**src/rtl/pack16_rr_arbiter.sv**
```systemverilog
// Two-requester byte-pair packer.
// Each requester sends bytes in pairs. Round-robin arbitration picks one
// requester per pair, and its grant stays locked until both bytes of the word
// have been taken. The packed word leaves through a registered valid/ready
// slot, tagged with the requester that produced it.
module pack16_rr_arbiter #(
    parameter int DW         = 8,
    parameter int FIRST_PRIO = 0
) (
    input  logic            clk,
    input  logic            rst,
    input  logic            s0_valid,
    input  logic [DW-1:0]   s0_data,
    output logic            s0_ready,
    input  logic            s1_valid,
    input  logic [DW-1:0]   s1_data,
    output logic            s1_ready,
    output logic            m_valid,
    output logic [2*DW-1:0] m_data,
    output logic            m_src,
    input  logic            m_ready,
    output logic            busy
);

    // state  | meaning
    // IDLE   | no grant held; arbitrate among requesters that are valid
    // FIRST  | grant locked; waiting for the first (high) byte
    // SECOND | grant locked; waiting for the low byte and a free output slot
    typedef enum logic [1:0] {
        IDLE   = 2'd0,
        FIRST  = 2'd1,
        SECOND = 2'd2
    } state_t;

    // The last-grant register starts at the opposite of FIRST_PRIO, so
    // FIRST_PRIO wins the first contended arbitration after reset.
    localparam logic LAST_RESET = (FIRST_PRIO == 0) ? 1'b1 : 1'b0;

    state_t             state_q;
    logic               grant_q;
    logic               grant_d;
    logic               last_q;
    logic [DW-1:0]      hi_q;
    logic               m_valid_q;
    logic [2*DW-1:0]    m_data_q;
    logic               m_src_q;

    logic               slot_free;
    logic               sel_valid;
    logic [DW-1:0]      sel_data;
    logic               sel_ready;
    logic               accept;

    // The output slot can take a word if it is empty or is draining this cycle.
    assign slot_free = !m_valid_q || m_ready;

    // Steer the granted requester's handshake and decide its ready.
    always_comb begin
        sel_valid = grant_q ? s1_valid : s0_valid;
        sel_data  = grant_q ? s1_data  : s0_data;
        sel_ready = 1'b0;
        case (state_q)
            FIRST:   sel_ready = 1'b1;
            SECOND:  sel_ready = slot_free;
            default: sel_ready = 1'b0;
        endcase
        s0_ready = sel_ready && !grant_q;
        s1_ready = sel_ready &&  grant_q;
        accept   = sel_valid && sel_ready;
    end

    // Round-robin choice used only when leaving IDLE.
    always_comb begin
        grant_d = grant_q;
        if (s0_valid && s1_valid) begin
            grant_d = !last_q;
        end else if (s0_valid) begin
            grant_d = 1'b0;
        end else if (s1_valid) begin
            grant_d = 1'b1;
        end
    end

    // FSM, byte capture and output register. A reset mid-pair drops the
    // captured byte, so a partial word is never emitted.
    always_ff @(posedge clk) begin
        if (rst) begin
            state_q   <= IDLE;
            grant_q   <= 1'b0;
            last_q    <= LAST_RESET;
            hi_q      <= '0;
            m_valid_q <= 1'b0;
            m_data_q  <= '0;
            m_src_q   <= 1'b0;
        end else begin
            // A load in SECOND overrides this drain, so a simultaneous drain
            // and load keeps m_valid high with the new word.
            if (m_valid_q && m_ready) begin
                m_valid_q <= 1'b0;
            end
            case (state_q)
                IDLE: begin
                    if (s0_valid || s1_valid) begin
                        grant_q <= grant_d;
                        state_q <= FIRST;
                    end
                end
                FIRST: begin
                    if (accept) begin
                        hi_q    <= sel_data;
                        state_q <= SECOND;
                    end
                end
                SECOND: begin
                    if (accept) begin
                        m_data_q  <= {hi_q, sel_data};
                        m_src_q   <= grant_q;
                        m_valid_q <= 1'b1;
                        last_q    <= grant_q;
                        state_q   <= IDLE;
                    end
                end
                default: state_q <= IDLE;
            endcase
        end
    end

    assign m_valid = m_valid_q;
    assign m_data  = m_data_q;
    assign m_src   = m_src_q;
    assign busy    = (state_q != IDLE);

endmodule

```
**config.mk**
```make
export PLATFORM = sky130hd
export DESIGN_NAME = pack16_rr_arbiter
export DESIGN_NICKNAME = d
export VERILOG_FILES = /design/src/rtl/pack16_rr_arbiter.sv
export SDC_FILE = /design/constraint.sdc
export NUM_CORES = 1
export LEC_CHECK = 0
export ABC_AREA = 1
export CAP_MARGIN = 20
export CELL_PAD_IN_SITES_DETAIL_PLACEMENT = 1
export CELL_PAD_IN_SITES_GLOBAL_PLACEMENT = 2
export CORE_MARGIN = 1.5
export CORE_UTILIZATION = 24
export DETAILED_ROUTE_END_ITERATION = 10
export PLACE_DENSITY_LB_ADDON = 0.12
export SETUP_SLACK_MARGIN = 0.15
export SYNTH_ARGS = -nofsm -noshare
export SYNTH_HDL_FRONTEND = slang
export SYNTH_SLANG_ARGS = --single-unit
```
**constraint.sdc**
```tcl
create_clock -name clk -period 2.26 [get_ports clk]
set_clock_uncertainty 0.1 [all_clocks]
set_input_delay 0.565 -clock clk [delete_from_list [all_inputs] [get_ports clk]]
set_output_delay 0.565 -clock clk [all_outputs]
set_load 0.05 [all_outputs]
```
# After elaboration in Yosys (flattened, before gate mapping)
# Index checks and enable logic that the tools add are counted.
# classes
eq_ne,5
mux,13
n_reduce_logical,17
# op_table
op,n
$mux 8,1
$mux 1,7
$mux 2,3
$ne 2x2->1 const B,3
$pmux 2 s3,1
$reduce_and 3->1,2
$logic_and 1x1->1,5
$reduce_and 2->1,2
$logic_not 1->1,3
$reduce_bool 3->1,1
$eq 2x1->1 const B,1
$eq 2x2->1 const B,1
$logic_not 2->1,1
$logic_or 1x1->1,2
$pmux 1 s2,1
$reduce_bool 2->1,1
# word_totals
reg_bits,30
input_bits,21
word_cells,42

# Depth between registers and ports, before layout
# depth
depth_word,6
ltp_mapped,10

# Worst setup path after synthesis
# No wires, ideal clock.
# synth_timing
kind,register to output
start,register state_q[0]
end,output s0_ready
t_arrival_ps,1692
required_time_ps,1595
path_slack_ps,-97
stages_incl_launch_ff,8
path_buffers,0
cell_sequence,dfxtp_1 -> inv_1 -> ha_1 -> inv_1 -> nor2_2 -> and2_1 -> inv_1 -> nor2_1
# synth_between
elab_chain_len,3
word_cells_on_any_way,4
cone_classes,eq/ne (2); mux (1); reduce/logical (1)
# synth_lines
element,line_no,rtl
"start, declared",39,state_t state_q;
"start signal, assigned",88,state_q <= IDLE;
"start signal, assigned",105,state_q <= FIRST;
"start signal, assigned",111,state_q <= SECOND;
$eq 2x2->1 / $eq 2x1->1 (equally long branches),62,case (state_q)
$pmux 1 s2 *,62,
$logic_and 1x1->1 *,67,s0_ready = sel_ready && !grant_q;
"end, declared",14,"output logic s0_ready,"
# Mark *: on every way between the ends. The rest lies on a longest branch, timed or not.

# Final worst setup path
# layout_timing
start,register state_q[1]
end,output s1_ready
# layout_between
elab_chain_len,3
word_cells_on_any_way,4
cone_classes,eq/ne (2); mux (1); reduce/logical (1)
# layout_lines
element,line_no,rtl
$eq 2x2->1 / $eq 2x1->1 (equally long branches),62,
$pmux 1 s2 *,62,
$logic_and 1x1->1 *,68,s1_ready = sel_ready && grant_q;
"end, declared",17,"output logic s1_ready,"
# Marks and branches as above.

==> results.py <==
metrics = {
    "floorplan": {
        "ios": 42,
        "rows": 27,
        "die_x_um": 77.8,
        "core_mm2": 0.00544,
        "start_util_pct": 24.7,
        "die_y_um": 77.8,
        "die_area_mm2": 0.00605,
    },
    "final_layout": {
        "fin_cells": 308,
        "fin_nets": 261,
        "fillerInstances": 629,
        "fin_util_pct": 40.2,
        "antenna_cells": 0,
        "drive_gt1_share_pct": 19.5,
        "design_area_mm2": 0.00219,
        "layout-area-overhead-vs-synth_pct": 62.8,
    },
    "place": {
        "dp.final_hpwl_mm": 2.76,
        "placed_cells": 295,
        "gp_congestion": 0.703,
        "dp_slack_ns": -0.103,
        "placedInstanceArea_mm2": 0.00191,
        "place.port_buffers": 41,
    },
    "detailed_routing": {
        "avgViaCountPerCell": 4.28,
        "wl_met3_um": 174,
        "vias": 1317,
        "top_layer": "met4",
        "drc": 0,
        "wl_mm": 3.80,
        "first_pass_iters": 2,
        "wl_met2_mm": 2.00,
        "avgRoutedWirePerCell_um": 12.3,
        "first_iter_violations": 21,
        "m1WireLength_mm": 1.56,
        "drtAntennaViolNets": 0,
    },
    "clocking": {
        "cts_tree": "built",
        "ctsHoldBuffers": 0,
        "clk_latency_ns": 0.28,
        "htreeDepth": 2,
        "ctsRootBufferMaster": "clkbuf_8",
        "clkSlewWorstSetupHoldPaths_ns": 0.06,
        "clock_sinks": 30,
        "cts_buffers": 5,
        "clockBufferDepth": 2,
    },
    "sta": {
        "drv_slew": 0,
        "setup_viol": 0,
        "worst_pin_slew_ns": 0.510,
        "relSlewSlack_pct": 65.9,
        "setup-tns-final_ns": 0,
        "post-route-period-util_pct": 96.6,
        "hold_viol_final": 0,
        "holdWs_ns": 0.365,
        "setup_slack_ns": 0.0779,
        "min_period_ns": 2.18,
        "rsz0062_at_grt": "true",
        "fmaxAchievable_mhz": 458,
    },
    "synthesis": {
        "syn_nets": 207,
        "synthCells": 182,
        "synth.area.top_cells": "dfxtp_1 (45%), nor2_1 (14%), nand2_1 (12%), mux2i_1 (5.2%), ha_1 (3.7%)",
        "synth_edf_count": 0,
        "synth_cell_types": 20,
        "syn_area_mm2": 0.00134,
        "synthMostInstantiatedCell": "nor2_1",
        "ys.warnings.count": 0,
        "ys_async_sr_fraction_pct": 0,
        "synth_top_area_cell": "dfxtp_1",
        "ys_seq_elements": 30,
        "avgSynthCellArea_um2": 7.38,
        "synth_top_area_share_pct": 44.7,
        "synth-main-ff-cell": "dfxtp_1",
        "seq_area_frac_synth_pct": 44.7,
        "yosys-top-cells-count": "nor2_1 (51), nand2_1 (43), dfxtp_1 (30)",
    },
    "pwr": {
        "p_comb_share_pct": 20.1,
        "p_leak_nw": 1.08,
        "p_int_mw": 1.03,
        "power_frac_seq_pct": 39.7,
        "power_density_mw_per_mm2": 633,
        "ir_drop_mv": 0.235,
        "p_total_mw": 1.38,
        "swShare_pct": 25.5,
        "power.switching_mw": 0.352,
        "clkPwrFrac_pct": 40.1,
    },
    "worst_setup_path": {
        "r2r-end": "m_src$_SDFFE_PP0P_",
        "crit_type": "register to primary output",
        "path_max_fanout": 3,
        "rr_startpoint": "state_q[1]$_SDFFE_PP0P_",
        "crit_path_end_kind": "primary output",
        "crit_arrival_ns": 1.52,
        "ff2ff_path_depth": 11,
        "cp.required_ns": 1.59,
        "reg2reg_setup_slack_ns": 0.47,
        "critPathLaunchType": "register",
    },
    "min_path": {
        "min_path_cells": 2,
        "min_from": "last_q$_SDFFE_PP1P_",
        "whs_endpoint": "last_q$_SDFFE_PP1P_",
        "hp-class": "register to register",
    },
    "grt": {
        "grt_max_degree": 25,
        "grt_pass1_wl_mm": 6.37,
        "antenna_found_initial": 0,
        "grt_pass1_vias": 1374,
        "grt_util_all_layers_pct": 13.6,
        "grt-ovfl-total": 0,
    },
    "status": {
        "outcome": "finished clean",
    },
    "flow_run": {
        "drv_cap": 0,
    },
}
==> registers in the layout, summed over array words and instances, names as in the netlist <==
signal,cells
m_valid,1
last_q,1
hi_q,8
grant_q,1
state_q,2
m_src,1
m_data,16
==> repair_timing <==
action | 4_1_cts | 5_1_grt
resized for setup | 29 | 11
pin swaps | 5 | 2
endpoints found under the setup margin | 4 | 13
buffers inserted | 6 | 0
==> cells in the final DEF (no fill, tap or decap), types with 2 or more instances in the layout <==
master and instances:
nor2_1 48, nand2_1 43, dfxtp_1 28, clkdlybuf4s50_1 24, dlymetal6s2s_1 11, o21ai_0 10
buf_4 9, mux2i_1 7, inv_1 6, nor2_4 6, clkbuf_8 6, buf_12 6
a21oi_1 5, nand3_1 4, inv_4 3, inv_2 3, ha_4 3, dlygate4sd2_1 3
nand2_2 2, dfxtp_4 2
==> power by group through the flow <==
| stage | clock network, mW | registers, mW | logic, mW |
|---|---|---|---|
| 6_report | 0.555 | 0.549 | 0.279 |
| 5_1_grt | 0.592 | 0.550 | 0.301 |
| 2_1_floorplan | 0 | 0.556 | 0.119 |
| 4_1_cts | 0.577 | 0.550 | 0.281 |
| 3_3_place_gp | 0 | 0.557 | 0.211 |
| 3_5_place_dp | 0 | 0.557 | 0.217 |
==> cell families after synthesis <==
| kind of cell | after synthesis | share of synthesized area (%) |
|---|---|---|
| AND/OR/NAND/NOR | 106 | 33.0 |
| multiplexers | 7 | 5.22 |
| adder cells (fa/ha/maj) | 4 | 3.73 |
| AO/OA/AOI/OAI | 16 | 6.24 |
| flip-flops | 30 | 44.7 |
| buffers and inverters | 19 | 7.08 |
==> cell type report <==
type / count / area, um2 / area share, %
well taps: 72 / 90.1 / 4.12
inverters: 12 / 52.6 / 2.40
repair buffers: 54 / 603 / 27.6
multi-input cells: 133 / 719 / 32.9
clock buffers: 6 / 82.6 / 3.78
clock inverters: 1 / 30.0 / 1.37
flip-flops and latches: 30 / 608 / 27.8
==> critical path, stage by stage, from the launching register on <==
cell and delay, ns:
dfxtp_4 0.37, inv_4 0.05, ha_4 0.26, inv_2 0.04
nor2_4 0.08, and2_4 0.17, inv_4 0.04, nor2_4 0.09
buf_12 0.14
==> worst max-delay path by stage <==
stage | startpoint | end | slack, ns
2_1_floorplan | state_q[0]$_SDFFE_PP0P_ | s0_ready | 0.12
3_3_place_gp | m_ready | s1_ready | -0.04
3_5_place_dp | m_ready | s1_ready | -0.10
4_1_cts | state_q[0]$_SDFFE_PP0P_ | s1_ready | 0.04
5_1_grt | state_q[1]$_SDFFE_PP0P_ | s1_ready | 0.01
6_report | state_q[1]$_SDFFE_PP0P_ | s1_ready | 0.08
==> routing by layer <==
| metal | track usage, % | up-vias |
|---|---|---|
| met5 | 0 | - |
| met4 | 5.45 | 0 |
| met3 | 3.53 | 6 |
| met2 | 24.8 | 29 |
| met1 | 14.9 | 615 |
| li1 | - | 667 |
Note: power is estimated with default switching activity, not from simulation.
